## config.mk

```make
export PLATFORM = sky130hd
export DESIGN_NAME = rab_lookup_queue
export DESIGN_NICKNAME = d
export VERILOG_FILES = /design/src/rtl/rab_lookup_pkg.sv /design/src/rtl/rab_rr_arb.sv /design/src/rtl/rab_lookup_queue.sv
export SDC_FILE = /design/constraint.sdc
export NUM_CORES = 1
export LEC_CHECK = 0
export CORE_MARGIN = 5
export CORE_UTILIZATION = 45
export CTS_CLUSTER_DIAMETER = 200
export DETAILED_ROUTE_END_ITERATION = 10
export PLACE_DENSITY = 0.75
export SYNTH_ARGS = -nofsm -noshare
export SYNTH_HDL_FRONTEND = slang
export SYNTH_SLANG_ARGS = --single-unit
```

## constraint.sdc

```tcl
create_clock -name Clk_CI -period 18.1 [get_ports Clk_CI]
set_input_delay 3.62 -clock Clk_CI [delete_from_list [all_inputs] [get_ports Clk_CI]]
set_output_delay 3.62 -clock Clk_CI [all_outputs]
set_load 0.02 [all_outputs]
```

## src/rtl/rab_lookup_pkg.sv

```systemverilog
// ---------------------------------------------------------------------------
// rab_lookup_pkg
// Shared types for the RAB lookup result queue.
//   state_t   : occupancy state of the result queue (EMPTY / PARTIAL / FULL)
//   verdict_t : per-entry verdict and flag bits captured at push time
//   make_verdict() : folds the raw TLB result bits into a verdict_t
// ---------------------------------------------------------------------------
package rab_lookup_pkg;

  typedef enum logic [1:0] {
    EMPTY   = 2'd0,
    PARTIAL = 2'd1,
    FULL    = 2'd2
  } state_t;

  typedef struct packed {
    logic accept;
    logic miss;
    logic multi;
    logic prot;
    logic prefetch;
    logic cache_coherent;
  } verdict_t;

  // A lookup is accepted only on a single clean hit with permission and no
  // prefetch marking; the prefetch flag is only meaningful on a hit.
  function automatic verdict_t make_verdict(
    input logic no_hit,
    input logic multiple_hit,
    input logic no_prot,
    input logic prefetch,
    input logic cache_coherent
  );
    verdict_t v;
    v.accept         = ~(no_hit | multiple_hit | ~no_prot | prefetch);
    v.miss           = no_hit;
    v.multi          = multiple_hit;
    v.prot           = ~no_prot;
    v.prefetch       = ~no_hit & prefetch;
    v.cache_coherent = cache_coherent;
    return v;
  endfunction

endpackage

```

## src/rtl/rab_rr_arb.sv

```systemverilog
// ---------------------------------------------------------------------------
// rab_rr_arb
// Combinational round-robin arbiter: grants the first requester at or after
// ptr_i (wrapping), or nothing when no request is raised.
//   req_i   in  NUM_REQ  request vector
//   ptr_i   in  PTR_W    highest-priority index this cycle
//   grant_o out NUM_REQ  one-hot grant (or zero)
// ---------------------------------------------------------------------------
module rab_rr_arb #(
  parameter int unsigned NUM_REQ = 2,
  parameter int unsigned PTR_W   = $clog2(NUM_REQ)
) (
  input  logic [NUM_REQ-1:0] req_i,
  input  logic [PTR_W-1:0]   ptr_i,
  output logic [NUM_REQ-1:0] grant_o
);

  logic [NUM_REQ-1:0] req_rot;
  logic [NUM_REQ-1:0] grant_rot;

  // Rotate the requests so ptr_i lands at bit 0, pick the lowest set bit,
  // then rotate the single grant bit back to its real position.
  always_comb begin
    req_rot   = NUM_REQ'({req_i, req_i} >> ptr_i);
    grant_rot = req_rot & ~(req_rot - NUM_REQ'(1));
    grant_o   = NUM_REQ'(({grant_rot, grant_rot} << ptr_i) >> NUM_REQ);
  end

endmodule

```

## src/rtl/rab_lookup_queue.sv

```systemverilog
// ---------------------------------------------------------------------------
// rab_lookup_queue
// Arbitrates TLB lookups from NUM_PORTS slave ports and queues each result
// until the owning port reports it has consumed it. Each port has at most
// one entry in flight.
//   Clk_CI, Rst_RBI             clock, synchronous active-low reset
//   port_addr_valid_i / port_grant_o   per-port request / one-hot grant
//   no_hit_i .. in_user_i       lookup result + request data of granted port
//   port_sent_i                 owning port has consumed the head result
//   port_accept/drop/miss_o     head verdict, one-hot at owning port
//   miss_o .. in_user_o         head entry flags and fields (0 when empty)
//   valid_o, count_o            head present, occupancy
// ---------------------------------------------------------------------------
module rab_lookup_queue
  import rab_lookup_pkg::*;
#(
  parameter int unsigned NUM_PORTS        = 2,
  parameter int unsigned QUEUE_DEPTH      = 2,
  parameter int unsigned AXI_M_ADDR_WIDTH = 40,
  parameter int unsigned AXI_S_ADDR_WIDTH = 32,
  parameter int unsigned AXI_ID_WIDTH     = 8,
  parameter int unsigned AXI_USER_WIDTH   = 6
) (
  input  logic                             Clk_CI,
  input  logic                             Rst_RBI,
  input  logic [NUM_PORTS-1:0]             port_addr_valid_i,
  output logic [NUM_PORTS-1:0]             port_grant_o,
  input  logic                             no_hit_i,
  input  logic                             multiple_hit_i,
  input  logic                             no_prot_i,
  input  logic                             prefetch_i,
  input  logic                             cache_coherent_i,
  input  logic [AXI_M_ADDR_WIDTH-1:0]      out_addr_i,
  input  logic [AXI_S_ADDR_WIDTH-1:0]      in_addr_i,
  input  logic [AXI_ID_WIDTH-1:0]          in_id_i,
  input  logic [AXI_USER_WIDTH-1:0]        in_user_i,
  input  logic [NUM_PORTS-1:0]             port_sent_i,
  output logic [NUM_PORTS-1:0]             port_accept_o,
  output logic [NUM_PORTS-1:0]             port_drop_o,
  output logic [NUM_PORTS-1:0]             port_miss_o,
  output logic                             miss_o,
  output logic                             multi_o,
  output logic                             prot_o,
  output logic                             prefetch_o,
  output logic                             cache_coherent_o,
  output logic [AXI_M_ADDR_WIDTH-1:0]      out_addr_o,
  output logic [AXI_S_ADDR_WIDTH-1:0]      in_addr_o,
  output logic [AXI_ID_WIDTH-1:0]          in_id_o,
  output logic [AXI_USER_WIDTH-1:0]        in_user_o,
  output logic                             valid_o,
  output logic [$clog2(QUEUE_DEPTH+1)-1:0] count_o
);

  localparam int unsigned PORT_W = $clog2(NUM_PORTS);
  localparam int unsigned PTR_W  = $clog2(QUEUE_DEPTH);
  localparam int unsigned CNT_W  = $clog2(QUEUE_DEPTH+1);

  state_t               state_q, state_d;
  logic [CNT_W-1:0]     count_q, count_d;
  logic [PTR_W-1:0]     wr_ptr_q, wr_ptr_d;
  logic [PTR_W-1:0]     rd_ptr_q, rd_ptr_d;
  logic [PORT_W-1:0]    rr_ptr_q, rr_ptr_d;
  logic [NUM_PORTS-1:0] pending_q, pending_d;

  // Entry storage (plain register array, no reset: only slots between the
  // read and write pointers are ever observed, and outputs are gated).
  logic [PORT_W-1:0]           ent_port_q     [QUEUE_DEPTH];
  verdict_t                    ent_verdict_q  [QUEUE_DEPTH];
  logic [AXI_M_ADDR_WIDTH-1:0] ent_out_addr_q [QUEUE_DEPTH];
  logic [AXI_S_ADDR_WIDTH-1:0] ent_in_addr_q  [QUEUE_DEPTH];
  logic [AXI_ID_WIDTH-1:0]     ent_id_q       [QUEUE_DEPTH];
  logic [AXI_USER_WIDTH-1:0]   ent_user_q     [QUEUE_DEPTH];

  logic [NUM_PORTS-1:0] arb_grant;
  logic [NUM_PORTS-1:0] pop_mask;
  logic [PORT_W-1:0]    grant_idx;
  logic [PORT_W-1:0]    head_port;
  verdict_t             head_verdict;
  logic                 push;
  logic                 pop;

  rab_rr_arb #(
    .NUM_REQ (NUM_PORTS),
    .PTR_W   (PORT_W)
  ) u_arb (
    .req_i   (port_addr_valid_i & ~pending_q),
    .ptr_i   (rr_ptr_q),
    .grant_o (arb_grant)
  );

  // Grant / push / pop decisions. A full queue blocks the grant even when
  // the head pops this same cycle, keeping the grant path off the pop path.
  always_comb begin
    port_grant_o = (Rst_RBI && (state_q != FULL)) ? arb_grant : '0;
    push         = |port_grant_o;
    grant_idx    = '0;
    for (int p = 0; p < NUM_PORTS; p++) begin
      if (port_grant_o[p]) grant_idx = PORT_W'(p);
    end
    valid_o      = (state_q != EMPTY);
    head_port    = ent_port_q[rd_ptr_q];
    head_verdict = ent_verdict_q[rd_ptr_q];
    pop          = valid_o && port_sent_i[head_port];
    pop_mask     = pop ? (NUM_PORTS'(1) << head_port) : '0;
  end

  // Next-state logic for pointers, occupancy, pending bits and the FSM.
  always_comb begin
    count_d   = count_q;
    wr_ptr_d  = wr_ptr_q;
    rd_ptr_d  = rd_ptr_q;
    rr_ptr_d  = rr_ptr_q;
    state_d   = state_q;
    // A granted port is never pending, and the popped port always is, so the
    // set and clear masks never overlap.
    pending_d = (pending_q & ~pop_mask) | port_grant_o;

    if (push) begin
      wr_ptr_d = wr_ptr_q + PTR_W'(1);
      rr_ptr_d = (grant_idx == PORT_W'(NUM_PORTS-1)) ? '0 : grant_idx + PORT_W'(1);
    end
    if (pop) begin
      rd_ptr_d = rd_ptr_q + PTR_W'(1);
    end
    if (push && !pop) begin
      count_d = count_q + CNT_W'(1);
    end else if (pop && !push) begin
      count_d = count_q - CNT_W'(1);
    end

    case (state_q)
      EMPTY: begin
        if (push) state_d = PARTIAL;
      end
      PARTIAL: begin
        if (push && !pop && (count_q == CNT_W'(QUEUE_DEPTH-1))) begin
          state_d = FULL;
        end else if (pop && !push && (count_q == CNT_W'(1))) begin
          state_d = EMPTY;
        end
      end
      FULL: begin
        if (pop) state_d = PARTIAL;
      end
      default: state_d = EMPTY;
    endcase
  end

  always_ff @(posedge Clk_CI) begin
    if (!Rst_RBI) begin
      state_q   <= EMPTY;
      count_q   <= '0;
      wr_ptr_q  <= '0;
      rd_ptr_q  <= '0;
      rr_ptr_q  <= '0;
      pending_q <= '0;
    end else begin
      state_q   <= state_d;
      count_q   <= count_d;
      wr_ptr_q  <= wr_ptr_d;
      rd_ptr_q  <= rd_ptr_d;
      rr_ptr_q  <= rr_ptr_d;
      pending_q <= pending_d;
    end
  end

  always_ff @(posedge Clk_CI) begin
    if (push) begin
      ent_port_q[wr_ptr_q]     <= grant_idx;
      ent_verdict_q[wr_ptr_q]  <= make_verdict(no_hit_i, multiple_hit_i, no_prot_i,
                                               prefetch_i, cache_coherent_i);
      ent_out_addr_q[wr_ptr_q] <= out_addr_i;
      ent_in_addr_q[wr_ptr_q]  <= in_addr_i;
      ent_id_q[wr_ptr_q]       <= in_id_i;
      ent_user_q[wr_ptr_q]     <= in_user_i;
    end
  end

  // Head-entry outputs, forced to zero whenever the queue is empty.
  always_comb begin
    count_o          = count_q;
    miss_o           = valid_o & head_verdict.miss;
    multi_o          = valid_o & head_verdict.multi;
    prot_o           = valid_o & head_verdict.prot;
    prefetch_o       = valid_o & head_verdict.prefetch;
    cache_coherent_o = valid_o & head_verdict.cache_coherent;
    out_addr_o       = valid_o ? ent_out_addr_q[rd_ptr_q] : '0;
    in_addr_o        = valid_o ? ent_in_addr_q[rd_ptr_q]  : '0;
    in_id_o          = valid_o ? ent_id_q[rd_ptr_q]       : '0;
    in_user_o        = valid_o ? ent_user_q[rd_ptr_q]     : '0;
    for (int p = 0; p < NUM_PORTS; p++) begin
      port_accept_o[p] = valid_o && head_verdict.accept  && (head_port == PORT_W'(p));
      port_drop_o[p]   = valid_o && !head_verdict.accept && (head_port == PORT_W'(p));
      port_miss_o[p]   = valid_o && head_verdict.miss    && (head_port == PORT_W'(p));
    end
  end

endmodule
```

==> results.cfg, run 1 <==
[critical_path]
worstPathArrival_ps = 5650
critical_path_class = in -> out
cp-end-kind = output port
startpoint_type = primary input
crit_fanout = 13
cp.required_ps = 14480

[cells_and_area]
drive_gt1_share_pct = 6.19
layout_commonest_cell = clkdlybuf4s50_1
final_cell_mix = 198 x clkdlybuf4s50_1, 186 x edfxtp_1, 96 x nor2_1, 92 x mux2i_1, 17 x clkbuf_16
design_area_mm2 = 0.0104
n_fill_cell = 1174
diodes = 0
finalNonFillerCells = 898
area_growth_pct = 36.8
layout.nets = 765

[sta]
setup_tns_ps = 0
period_share_pct = 51.2
finalMaxSlewViolations = 0
whs_ps = 526
worst_slew_pin_slew_ps = 946
relSlewSlack_pct = 36.9
max_clock_freq_mhz = 108
finalSetupViolations = 0
rsz0062_at_grt = no
finalCriticalPeriod_ps = 9270
fin_skew_ps = 5.24
hold_violations = 0

[route]
drtIter0Drc = 268
num_vias = 4467
ant_nets = 0
wire_per_inst_um = 17.6
via_per_inst = 4.97
remaining_drc_errors = 0
dr.pass1.iters = 4
totalWireLength_um = 15800

[yosys]
ys.flop_type = edfxtp_1
netlist_area_mm2 = 0.00757
async_flop_share_pct = 0
synth-seq-area-share_pct = 76.5
synth_top_area_share_pct = 73.8
syn-num-nets = 566
synth_edf_count = 186
synthTopCellsByArea = edfxtp_1 74%, mux2i_1 12%, nor2_1 4.9%
yosys_warnings = 0
ys_ff_latch = 196
synth_area_per_cell_um2 = 16.2
synth_cell_types = 33
yosysTopAreaCell = edfxtp_1
syn-instance-count = 466

[floorplanning]
start_util_pct = 45.8
die_h_um = 140
die_area_mm2 = 0.0195
io_pins = 199
core.rowCount = 47
fp.dieW_um = 140
core_area_mm2 = 0.0165

[cts]
h-tree-depth = 4
ctsHoldBuffers = 0
clk_pin_slew_ps = 70
cts-resized-gates = 0
clock_sinks = 196
clk_latency_ps = 420
tritoncts = built
numCtsBuffers = 17
postCtsSetupBuffers = 0
cts.path.max_buffers = 2
cts-root-buf = clkbuf_16

[grt]
grtUsageTotal_pct = 16.0
overflow = 0
antenna_found_initial = 1
grt_pass1_vias = 4745
grt_max_degree = 77
grt_pass1_wl_um = 24500

[place]
io_buffers = 198
dp.cells = 866
routabilityCongestion = 0.836
placed_area_mm2 = 0.00977
dpl.hpwl_um = 10400

[power_and_ir_drop]
power_mw = 1.09
power.density_mw_per_mm2 = 105
p_leak_nw = 3.45
peakVddDrop_mv = 0.0754

[hold_path]
hold_class = reg -> reg

[status]
status = complete, no violations

[job]
max_cap_violations = 0
## where the power goes
| part | internal [mW] | switching [mW] |
|---|---|---|
| Sequential | 0.524 | 0.0121 |
| Combinational | 0.0874 | 0.0965 |
| Clock | 0.205 | 0.161 |
## metrics by stage
step / utilization (%) / setup WS (ps)
after floorplan: - / 9630
after CTS: 62.7 / 8800
after global placement: 59.1 / 8910
after detailed placement: 59.1 / 8840
final: 62.7 / 8830
after global routing: 62.7 / 8680
## synth_stat cells, types with 3 or more instances
library cell and number:
mux2i_1 92, nor2b_1 4, and2_1 6, o21ai_0 3, ha_1 3, inv_1 9, nor2_1 98, dfxtp_1 10
clkbuf_1 10, buf_2 9, nand2_1 5, edfxtp_1 186
## worst max-delay path, cell delays in order
cell             delay [ps]
clkdlybuf4s50_1         700
and2_1                  240
o311ai_0                200
nor2_1                  220
clkdlybuf4s50_1         660
## area by class of cell
cell class / instances / area, µm² / area share, %
flip-flops and latches: 196 / 5790 / 55.9
repair buffers: 203 / 2020 / 19.5
multi-input cells: 238 / 1660 / 16.0
clock buffers: 18 / 429 / 4.15
well taps: 220 / 275 / 2.66
clock inverters: 14 / 151 / 1.46
inverters: 9 / 33.8 / 0.326
## final timing paths
path | cells past startpoint | startpoint | slack (ps) | to
setup / recovery | 5 | Rst_RBI | 8830 | port_grant_o[1]
hold / removal | 2 | pending_q[1]$_SDFF_PN0_ | 530 | pending_q[1]$_SDFF_PN0_
setup reg to reg | 9 | flip-flop | 15290 | state_q[0]$_SDFFE_PN0P_
hold reg to reg | 2 | pending_q[1]$_SDFF_PN0_ | 530 | pending_q[1]$_SDFF_PN0_
## routing by layer
metal / vias to the layer above / GRT usage, % / part of all wire, %
met1: 2167 / 18.6 / 39
li1: 2112 / - / -
met3: 28 / 5.15 / 7.3
met2: 158 / 28.1 / 51
met5: - / 0 / 0.13
met4: 2 / 5.41 / 1.9
## state kept, by name, summed over array words and instances, names as in the netlist, named ones only
name            count
wr_ptr_q            1
ent_in_addr_q      64
count_o             2
rr_ptr_q            1
ent_user_q         12
ent_id_q           16
ent_verdict_q      12
ent_out_addr_q     80
rd_ptr_q            1
pending_q           2
state_q             2
ent_port_q          2
## logic make-up after synthesis
logic type / share of synthesized area (%)
flops: 76.5
simple gates: 6.61
mux: 12.8
buf+inv: 1.89
compound gates: 1.54
fa+ha+maj: 0.496
xor+xnor: 0.232
Note: power is estimated with default switching activity, not from simulation.
==> inputs of run 2 (changes only) <==
clock period = 9.65 ns   (was 18.1 ns; I/O delays follow)
==> results.cfg, run 2 (same netlist as run 1, synthesis figures left out) <==
[cts]
cts-resized-gates = 0
numCtsBuffers = 17
ctsHoldBuffers = 0
cts.path.max_buffers = 2
clk_latency_ps = 420
tritoncts = built
clock_sinks = 196
cts-root-buf = clkbuf_16
h-tree-depth = 4
postCtsSetupBuffers = 0
clk_pin_slew_ps = 60

[power_and_ir_drop]
peakVddDrop_mv = 0.125
power.density_mw_per_mm2 = 190
power_mw = 1.95
p_clk_share_pct = 30.9
combinationalPowerShare_pct = 17.4
power_frac_seq_pct = 51.7
switching_share_pct = 24.7
p_int_mw = 1.47
switchingPower_mw = 0.481
p_leak_nw = 3.40

[sta]
setup_ws_ps = 3780
hold_violations = 0
relSlewSlack_pct = 34.4
worst_slew_pin_slew_ps = 984
fin_skew_ps = 5.83
finalSetupViolations = 0
setup_tns_ps = 0
rsz0062_at_grt = no
finalMaxSlewViolations = 0
max_clock_freq_mhz = 170
finalCriticalPeriod_ps = 5870
period_share_pct = 60.9

[critical_path]
startpoint_type = primary input
slowest_delay_ps = 730
crit_top_cell = clkdlybuf4s50_1
crit_fanout = 13
cp.required_ps = 7720
critical_path_class = in -> out
worstPathCellList = clkdlybuf4s50_1 -> and2_1 -> o311ai_0 -> nor2_1 -> clkdlybuf4s50_1
slowest_stage = clkdlybuf4s50_1
crit_start = Rst_RBI
cp-end-kind = output port
worstPathArrival_ps = 3940

[cells_and_area]
final_cell_mix = 198 x clkdlybuf4s50_1, 186 x edfxtp_1, 96 x nor2_1, 92 x mux2i_1, 17 x clkbuf_16
n_fill_cell = 1196
drive_gt1_share_pct = 5.34
multi_input_comb_area_mm2 = 0.00166
diodes = 0
top_register = ent_out_addr_q
area_growth_pct = 35.7
largest_reg_flops = 80
seqCellArea_mm2 = 0.00579
fin_util_pct = 62.1
layout.nets = 764
layout_commonest_cell = clkdlybuf4s50_1
reg.largest.list = ent_out_addr_q x80, ent_in_addr_q x64, ent_id_q x16

[grt]
grt_pass1_wl_um = 23700
grt_max_degree = 77
grt_pass1_vias = 4717
antenna_found_initial = 1
grtUsageTotal_pct = 15.4
overflow = 0

[floorplanning]
core_area_mm2 = 0.0165
start_util_pct = 45.8
die_area_mm2 = 0.0195
die_h_um = 140
io_pins = 199
core.rowCount = 47
fp.dieW_um = 140

[route]
totalWireLength_um = 15100
via_per_inst = 4.91
remaining_drc_errors = 0
dr.pass1.iters = 4
drtIter0Drc = 214
ant_nets = 0
num_vias = 4388
wire_per_inst_um = 16.9

[place]
io_buffers = 198
routabilityCongestion = 0.795
pre_cts_slack_ps = 3770
dpl.hpwl_um = 10000

[job]
max_cap_violations = 0

[hold_path]
hold_class = reg -> reg
min_from = pending_q[1]$_SDFF_PN0_

[status]
status = complete, no violations
-- run 2: worst max-delay path, delay by kind of cell --
kind	cells	cell delay, ps
buf+inv	2	1400
compound gates	1	160
simple gates	2	440
-- run 2: cell type report --
type | instances | share of cell area, %
Clock inverter | 10 | 0.634
Sequential cell | 196 | 56.4
Clock buffer | 19 | 4.22
Multi-Input combinational cell | 238 | 16.1
Timing Repair Buffer | 202 | 19.6
Tap cell | 220 | 2.68
Inverter | 9 | 0.329
-- run 2: stage by stage --
stage	std cells	hold slack, ps	cell area, µm²
2_1_floorplan	466	450	7570
3_3_place_gp	865	469	9770
3_5_place_dp	865	476	9770
4_1_cts	894	485	10300
5_1_grt	894	529	10300
6_report	894	487	10300
-- run 2: final timing paths --
kind                                                 to  slack [ps]  cells after the start
worst min register to register  pending_q[1]$_SDFF_PN0_         490                      2
worst max-delay path                    port_grant_o[1]        3780                      5
worst min-delay path            pending_q[1]$_SDFF_PN0_         490                      2
worst max register to register  state_q[0]$_SDFFE_PN0P_        6070                     10
-- run 2: per-layer routing --
metal / wire [µm] / vias up / track usage (%)
met5: 13 / - / 0
li1: - / 2106 / -
met1: 6010 / 2112 / 17.3
met4: 227 / 2 / 4.84
met3: 1020 / 19 / 5.52
met2: 7880 / 149 / 27.5
-- run 2: power by group through the flow --
stage	clock (mW)	sequential, mW	combinational (mW)
final	0.603	1.01	0.339
after global routing	0.653	1.01	0.363
after CTS	0.617	1.01	0.344
after detailed placement	0	1.03	0.342
after global placement	0	1.03	0.337
after floorplan	0	1.02	0.185
